## src/rtl/video_timing_out.sv

```systemverilog
// video_timing_out: free-running raster timing generator and output stage
// for an HDMI transmitter. It pulls one 24-bit pixel from the upstream stage
// on every active-region clock. Sync, data-enable and RGB leave on registers,
// one clock after the counter state that produced them. It raises a sticky
// flag when upstream has no pixel ready in time.
//
// Optional build macro VIDEO_TIMING_TEST_PATTERN_EN adds a testMode input.
// When testMode is set, it replaces the pixel stream with eight vertical
// colour bars.
//
// reset_n asserts asynchronously. Its release is expected to be synchronised
// to clock before it reaches this block.
module video_timing_out #(
    parameter int H_ACTIVE = 640,
    parameter int H_FP     = 16,
    parameter int H_SYNC   = 96,
    parameter int H_BP     = 48,
    parameter int V_ACTIVE = 480,
    parameter int V_FP     = 10,
    parameter int V_SYNC   = 2,
    parameter int V_BP     = 33,
    parameter bit SYNC_POL = 1'b0
) (
    input  logic        clock,
    input  logic        reset_n,
    input  logic [23:0] pixelData,
    input  logic        pixelValid,
    output logic        pixelReady,
    output logic        frameStart,
    output logic        hsync,
    output logic        vsync,
    output logic        de,
    output logic [23:0] rgb,
    output logic        underflow,
`ifdef VIDEO_TIMING_TEST_PATTERN_EN
    input  logic        testMode,
`endif
    input  logic        underflowClr
);

    localparam int H_TOTAL = H_ACTIVE + H_FP + H_SYNC + H_BP;
    localparam int V_TOTAL = V_ACTIVE + V_FP + V_SYNC + V_BP;
    localparam int HW      = (H_TOTAL > 1) ? $clog2(H_TOTAL) : 1;
    localparam int VW      = (V_TOTAL > 1) ? $clog2(V_TOTAL) : 1;

    localparam logic [HW-1:0] H_LAST     = HW'(H_TOTAL - 1);
    localparam logic [HW-1:0] H_ACT_END  = HW'(H_ACTIVE);
    localparam logic [HW-1:0] H_SYNC_BEG = HW'(H_ACTIVE + H_FP);
    localparam logic [HW-1:0] H_SYNC_END = HW'(H_ACTIVE + H_FP + H_SYNC);
    localparam logic [HW-1:0] H_ONE      = HW'(1);
    localparam logic [VW-1:0] V_LAST     = VW'(V_TOTAL - 1);
    localparam logic [VW-1:0] V_ACT_END  = VW'(V_ACTIVE);
    localparam logic [VW-1:0] V_SYNC_BEG = VW'(V_ACTIVE + V_FP);
    localparam logic [VW-1:0] V_SYNC_END = VW'(V_ACTIVE + V_FP + V_SYNC);
    localparam logic [VW-1:0] V_ONE      = VW'(1);

    logic [HW-1:0] h_count_reg, h_count_next;
    logic [VW-1:0] v_count_reg, v_count_next;
    logic          line_end;
    logic          frame_first;
    logic          active;
    logic          h_in_sync;
    logic          v_in_sync;
    logic          test_active;
    logic [23:0]   pattern_rgb;
    logic          fetch;
    logic          starve;
    logic [23:0]   rgb_next;

    logic          hsync_reg;
    logic          vsync_reg;
    logic          de_reg;
    logic [23:0]   rgb_reg;
    logic          frame_start_reg;
    logic          underflow_reg;

    // Next raster position: hCount wraps every line, vCount steps on that wrap.
    always_comb begin
        line_end     = (h_count_reg == H_LAST);
        h_count_next = line_end ? '0 : h_count_reg + H_ONE;
        v_count_next = v_count_reg;
        if (line_end) begin
            v_count_next = (v_count_reg == V_LAST) ? '0 : v_count_reg + V_ONE;
        end
    end

    // Free-running raster counters; the raster never stalls for upstream.
    always_ff @(posedge clock or negedge reset_n) begin
        if (!reset_n) begin
            h_count_reg <= '0;
            v_count_reg <= '0;
        end else begin
            h_count_reg <= h_count_next;
            v_count_reg <= v_count_next;
        end
    end

`ifdef VIDEO_TIMING_TEST_PATTERN_EN
    localparam int BAR_W = (H_ACTIVE / 8 > 0) ? H_ACTIVE / 8 : 1;
    localparam int BW    = (BAR_W > 1) ? $clog2(BAR_W) : 1;
    localparam logic [BW-1:0] BAR_LAST = BW'(BAR_W - 1);
    localparam logic [BW-1:0] BAR_ONE  = BW'(1);

    logic          test_mode_reg;
    logic [BW-1:0] bar_px_reg;
    logic [2:0]    bar_idx_reg;

    // testMode is taken at the top-left pixel. That cycle already uses the
    // fresh value, so the whole new frame is consistent.
    always_ff @(posedge clock or negedge reset_n) begin
        if (!reset_n) begin
            test_mode_reg <= 1'b0;
        end else if (frame_first) begin
            test_mode_reg <= testMode;
        end
    end

    // Bar position tracks hCount without a divider. The pixel-in-bar and
    // bar-index counters restart on each line.
    always_ff @(posedge clock or negedge reset_n) begin
        if (!reset_n) begin
            bar_px_reg  <= '0;
            bar_idx_reg <= '0;
        end else if (line_end) begin
            bar_px_reg  <= '0;
            bar_idx_reg <= '0;
        end else if (bar_px_reg == BAR_LAST) begin
            bar_px_reg  <= '0;
            bar_idx_reg <= bar_idx_reg + 3'd1;
        end else begin
            bar_px_reg  <= bar_px_reg + BAR_ONE;
        end
    end

    // Bar colours come straight from the index bits:
    // R = ~idx[1], G = ~idx[2], B = ~idx[0].
    // This gives white, yellow, cyan, green, magenta, red, blue, black.
    always_comb begin
        test_active = frame_first ? testMode : test_mode_reg;
        pattern_rgb = {{8{~bar_idx_reg[1]}}, {8{~bar_idx_reg[2]}}, {8{~bar_idx_reg[0]}}};
    end
`else
    // Without the pattern generator the pixel stream is always live.
    always_comb begin
        test_active = 1'b0;
        pattern_rgb = 24'h000000;
    end
`endif

    // Region decode and the fetch handshake, all from the current counter state.
    always_comb begin
        frame_first = (h_count_reg == '0) && (v_count_reg == '0);
        active      = (h_count_reg < H_ACT_END) && (v_count_reg < V_ACT_END);
        h_in_sync   = (h_count_reg >= H_SYNC_BEG) && (h_count_reg < H_SYNC_END);
        v_in_sync   = (v_count_reg >= V_SYNC_BEG) && (v_count_reg < V_SYNC_END);
        // reset_n gates ready so upstream sees it drop the moment reset asserts.
        pixelReady  = active && !test_active && reset_n;
        fetch       = pixelReady && pixelValid;
        starve      = active && !test_active && !pixelValid;
        rgb_next    = 24'h000000;
        if (active && test_active) begin
            rgb_next = pattern_rgb;
        end else if (fetch) begin
            rgb_next = pixelData;
        end
    end

    // Output pipeline: one clock of latency from counter state to the pins.
    always_ff @(posedge clock or negedge reset_n) begin
        if (!reset_n) begin
            hsync_reg       <= ~SYNC_POL;
            vsync_reg       <= ~SYNC_POL;
            de_reg          <= 1'b0;
            rgb_reg         <= 24'h000000;
            frame_start_reg <= 1'b0;
        end else begin
            hsync_reg       <= h_in_sync ? SYNC_POL : ~SYNC_POL;
            vsync_reg       <= v_in_sync ? SYNC_POL : ~SYNC_POL;
            de_reg          <= active;
            rgb_reg         <= rgb_next;
            frame_start_reg <= frame_first;
        end
    end

    // Sticky underflow flag; a new starve event beats a same-cycle clear.
    always_ff @(posedge clock or negedge reset_n) begin
        if (!reset_n) begin
            underflow_reg <= 1'b0;
        end else if (starve) begin
            underflow_reg <= 1'b1;
        end else if (underflowClr) begin
            underflow_reg <= 1'b0;
        end
    end

    assign hsync      = hsync_reg;
    assign vsync      = vsync_reg;
    assign de         = de_reg;
    assign rgb        = rgb_reg;
    assign frameStart = frame_start_reg;
    assign underflow  = underflow_reg;

endmodule

```

## config.mk

```make
export PLATFORM = sky130hd
export DESIGN_NAME = video_timing_out
export DESIGN_NICKNAME = d
export VERILOG_FILES = /design/src/rtl/video_timing_out.sv
export SDC_FILE = /design/constraint.sdc
export NUM_CORES = 1
export LEC_CHECK = 0
export CELL_PAD_IN_SITES_DETAIL_PLACEMENT = 1
export CELL_PAD_IN_SITES_GLOBAL_PLACEMENT = 1
export CORE_MARGIN = 1
export CORE_UTILIZATION = 34
export CTS_BUF_LIST = sky130_fd_sc_hd__clkbuf_4 sky130_fd_sc_hd__clkbuf_8
export CTS_CLUSTER_SIZE = 16
export DETAILED_ROUTE_END_ITERATION = 10
export GPL_ROUTABILITY_DRIVEN = 0
export GPL_TIMING_DRIVEN = 0
export HOLD_SLACK_MARGIN = 0.05
export PLACE_DENSITY_LB_ADDON = 0.3
export SLEW_MARGIN = 40
export SYNTH_ARGS = -nofsm -noshare
export SYNTH_HDL_FRONTEND = slang
export SYNTH_SLANG_ARGS = --single-unit
```

## constraint.sdc

```tcl
create_clock -name clock -period 4.3 [get_ports clock]
set_input_delay 0.86 -clock clock [delete_from_list [all_inputs] [get_ports clock]]
set_output_delay 0.86 -clock clock [all_outputs]
set_load 0.05 [all_outputs]
```

==> summary.md <==
| Metric | Value |
|---|---|
| Hold Fails Final Rpt | `0` |
| Wire per inst | `about 15 um` |
| Layout area overhead | `39.1%` |
| Post-Syn Instances | `between 150 and 200` |
| CTS Buf Count | `5` |
| CTS sink cnt | `49` |
| Outcome | `completed` |
| WP data arrival | `2.46 ns` |
| Number of nets in the layout | `roughly 270` |
| Skew-Pair Late Insertion Delay | `0.30 ns` |
| Clk pin slew, worst setup/hold paths | `0.09 ns` |
| Fmax | `302 MHz` |
| CP Launch Type | `flop` |
| Req. time, crit path | `3.44 ns` |
| DRC errors left | `0` |
| Warnings, synthesis | `0` |
| Synthesized flop and latch total | `49` |
| Share of cells above drive strength 1 | `0.0802` |
| EDFF count, synth | `0` |
| Slew Limit Headroom | `0.636` |
| Row Count | `27` |
| Worst vdd ir | `0.000178 V` |
| RSZ-0062 raised after global routing | `false` |
| Pleak | `1.23 nW` |
| Final period demand of the worst path | `~3.3 ns` |
| Final Max Slew Viols | `0` |
| CP peak stage delay | `roughly 0.79 ns` |
| Gr ovfl total | `0` |
| Overall fraction of global-route tracks in use | `0.161` |
| Vias per inst | `4.91` |
| Drt first-iter violations | `32` |
| Number of global-route vias before repair | `between 1500 and 2000` |
| CTS HTree Levels | `2` |
| Max reg flops | `24` |
| Hold buffers post-CTS | `0` |
| Synthesized cell area | `about 2000 sq um` |
| Clk buf depth | `2` |
| Die height | `78.7 um` |
| Initial antenna violation count | `0` |
| Slew @ Worst Pin | `0.540 ns` |
| Worst Path Buf+Inv | `1` |
| Antenna cell count | `0` |
| Clk root buf | `clkbuf_8` |
| Crit-path max FO | `6` |
| PostCTS Resize Cnt | `0` |
| Crit Path Class | `flop to primary output` |
| Dpl hpwl | `3360 um` |
| Final wirelength | `4530 um` |
| Cell Pwr Density | `~320 nW/um^2` |
| Register area share after synthesis | `0.614` |
| Max Cap Viol | `0` |
| Worst path cell trace | `and4_1 > nor3_1 > and2_1 > clkdlybuf4s50_1` |
| Port Buffers | `between 50 and 60` |
| 1st-pass router iterations | `4` |
| Async SR Flop Fraction | `1.00` |
| Hold Crit Class | `input port to asynchronous set/reset pin` |
| Top FF cell, synth | `dfrtp_1` |
| Unique masters post-synth | `35` |
| First-pass GRT wire length | `between 7000 and 8000 um` |
| Core area | `5570 sq um` |
| Syn_nets | `204` |
| Mean post-synth cell area | `11.6 sq um` |
| CP delay by family, top | `simple AND/OR/NAND/NOR gates` |
| CP Capture Type | `primary output` |
| Crit-path slowest cell | `clkdlybuf4s50_1` |
| Pin count of the biggest net entering global routing | `37` |
| Detail Route Antenna Nets | `0` |
| Crit share post-route | `0.771` |
| Clock skew | `0.00415 ns` |
| Total power | `~890 uW` |
| Final setup viols | `0` |
| Die area | `6200 sq um` |
| Initial core utilization | `0.359` |
| Num ports | `58` |
| Final hold slack | `around 0.40 ns` |
| Via count | `about 1500` |
| Setup Fix Bufs, Post-CTS | `0` |
| CTS tree | `built` |
| Die width | `78.7 um` |
cells by family after synthesis:
kind of cell / count (synthesis) / synth area share
simple gates: 81 / 0.243
flops: 49 / 0.614
compound gates: 15 / 0.0444
buf+inv: 12 / 0.0250
xor+xnor: 10 / 0.0437
fa+ha+maj: 4 / 0.0250
mux: 1 / 0.00562
synthesized netlist by cell type (3+ instances only):
cell      number  area, sq um
and2_1        25          156
and3_1         6         37.5
clkbuf_1       3         11.3
dfrtp_1       47         1180
ha_1           4         50.1
inv_1          7         26.3
nand2_1        7         26.3
nand3_1       11         55.1
nand4_1        6         37.5
nor2_1         4         15.0
nor3_1         4         20.0
nor4_1         5         31.3
o21ai_0        6         30.0
xnor2_1        6         52.6
xor2_1         4         35.0
routing by layer:
metal	part of all wire	vias up	routed length [um]	GRT usage
met5	0	-	0	0
met4	0.011	0	49	0.0444
met3	0.095	6	430	0.0747
met2	0.47	46	2120	0.256
met1	0.43	747	1940	0.195
li1	-	717	-	-
final cells by class:
class,instances,area [sq um]
Fill cell,603,2790
Sequential cell,49,1230
Multi-Input combinational cell,111,723
Timing Repair Buffer,58,588
Tap cell,72,90.1
Clock buffer,5,68.8
Clock inverter,2,35.0
Inverter,7,26.3
Buffer,5,23.8
where the power goes:
part / switching [mW] / internal (mW)
Sequential: 0.00265 / 0.470
Clock: 0.148 / 0.169
Combinational: 0.0568 / 0.0440
cells in the final DEF, fill, tap and decap left out, types with 2 or more instances in the layout:
cell             Yosys  final
clkdlybuf4s50_1      0     56
dfrtp_1             47     47
and2_1              25     25
nand3_1             11     11
inv_1                7      7
nand2_1              7      7
and3_1               6      6
o21ai_0              6      6
xnor2_1              6      6
nand4_1              6      6
nor4_1               5      5
clkbuf_8             0      5
nor3_1               4      4
xor2_1               4      4
nor2_1               4      4
ha_1                 4      4
clkbuf_1             3      3
and4_1               2      2
buf_4                1      2
nor2b_1              2      2
a21oi_1              2      2
nand2b_1             2      2
a31oi_1              2      2
a21o_1               2      2
dfstp_2              2      2
worst reg2reg max path: stages (launching register included):
cell      delay, ns
dfrtp_1        0.46
and4_1         0.28
nor3_1         0.43
and3_1         0.30
clkbuf_1       0.30
and2_1         0.21
final timing paths:
path / startpoint / end / slack (ns) / cells past startpoint
min in group clock: h_count_reg[0] / h_count_reg[0] / 0.51 / 1
max in group asynchronous: reset_n / rgb[8] / 3.45 / 2
worst min-delay path: reset_n / h_count_reg[7] / 0.40 / 1
worst max register to register: v_count_reg[5] / rgb[6] / 2.25 / 5
worst min register to register: h_count_reg[0] / h_count_reg[0] / 0.51 / 1
worst max-delay path: v_count_reg[5] / pixelReady / 0.98 / 4
per-stage QoR:
stage / util / cells / setup TNS [ns] / worst slack [ns] / cell area, sq um
after floorplan: - / 172 / 0 / 2.06 / 2000
after global placement: 0.478 / 301 / -0.645 / -0.645 / 2660
after detailed placement: 0.481 / 302 / 0 / 1.12 / 2680
after CTS: 0.499 / 309 / 0 / 0.962 / 2780
after global routing: 0.499 / 309 / 0 / 0.877 / 2780
final: 0.499 / 309 / 0 / 0.984 / 2780
No activity file was read; power rests on OpenSTA's default activity.
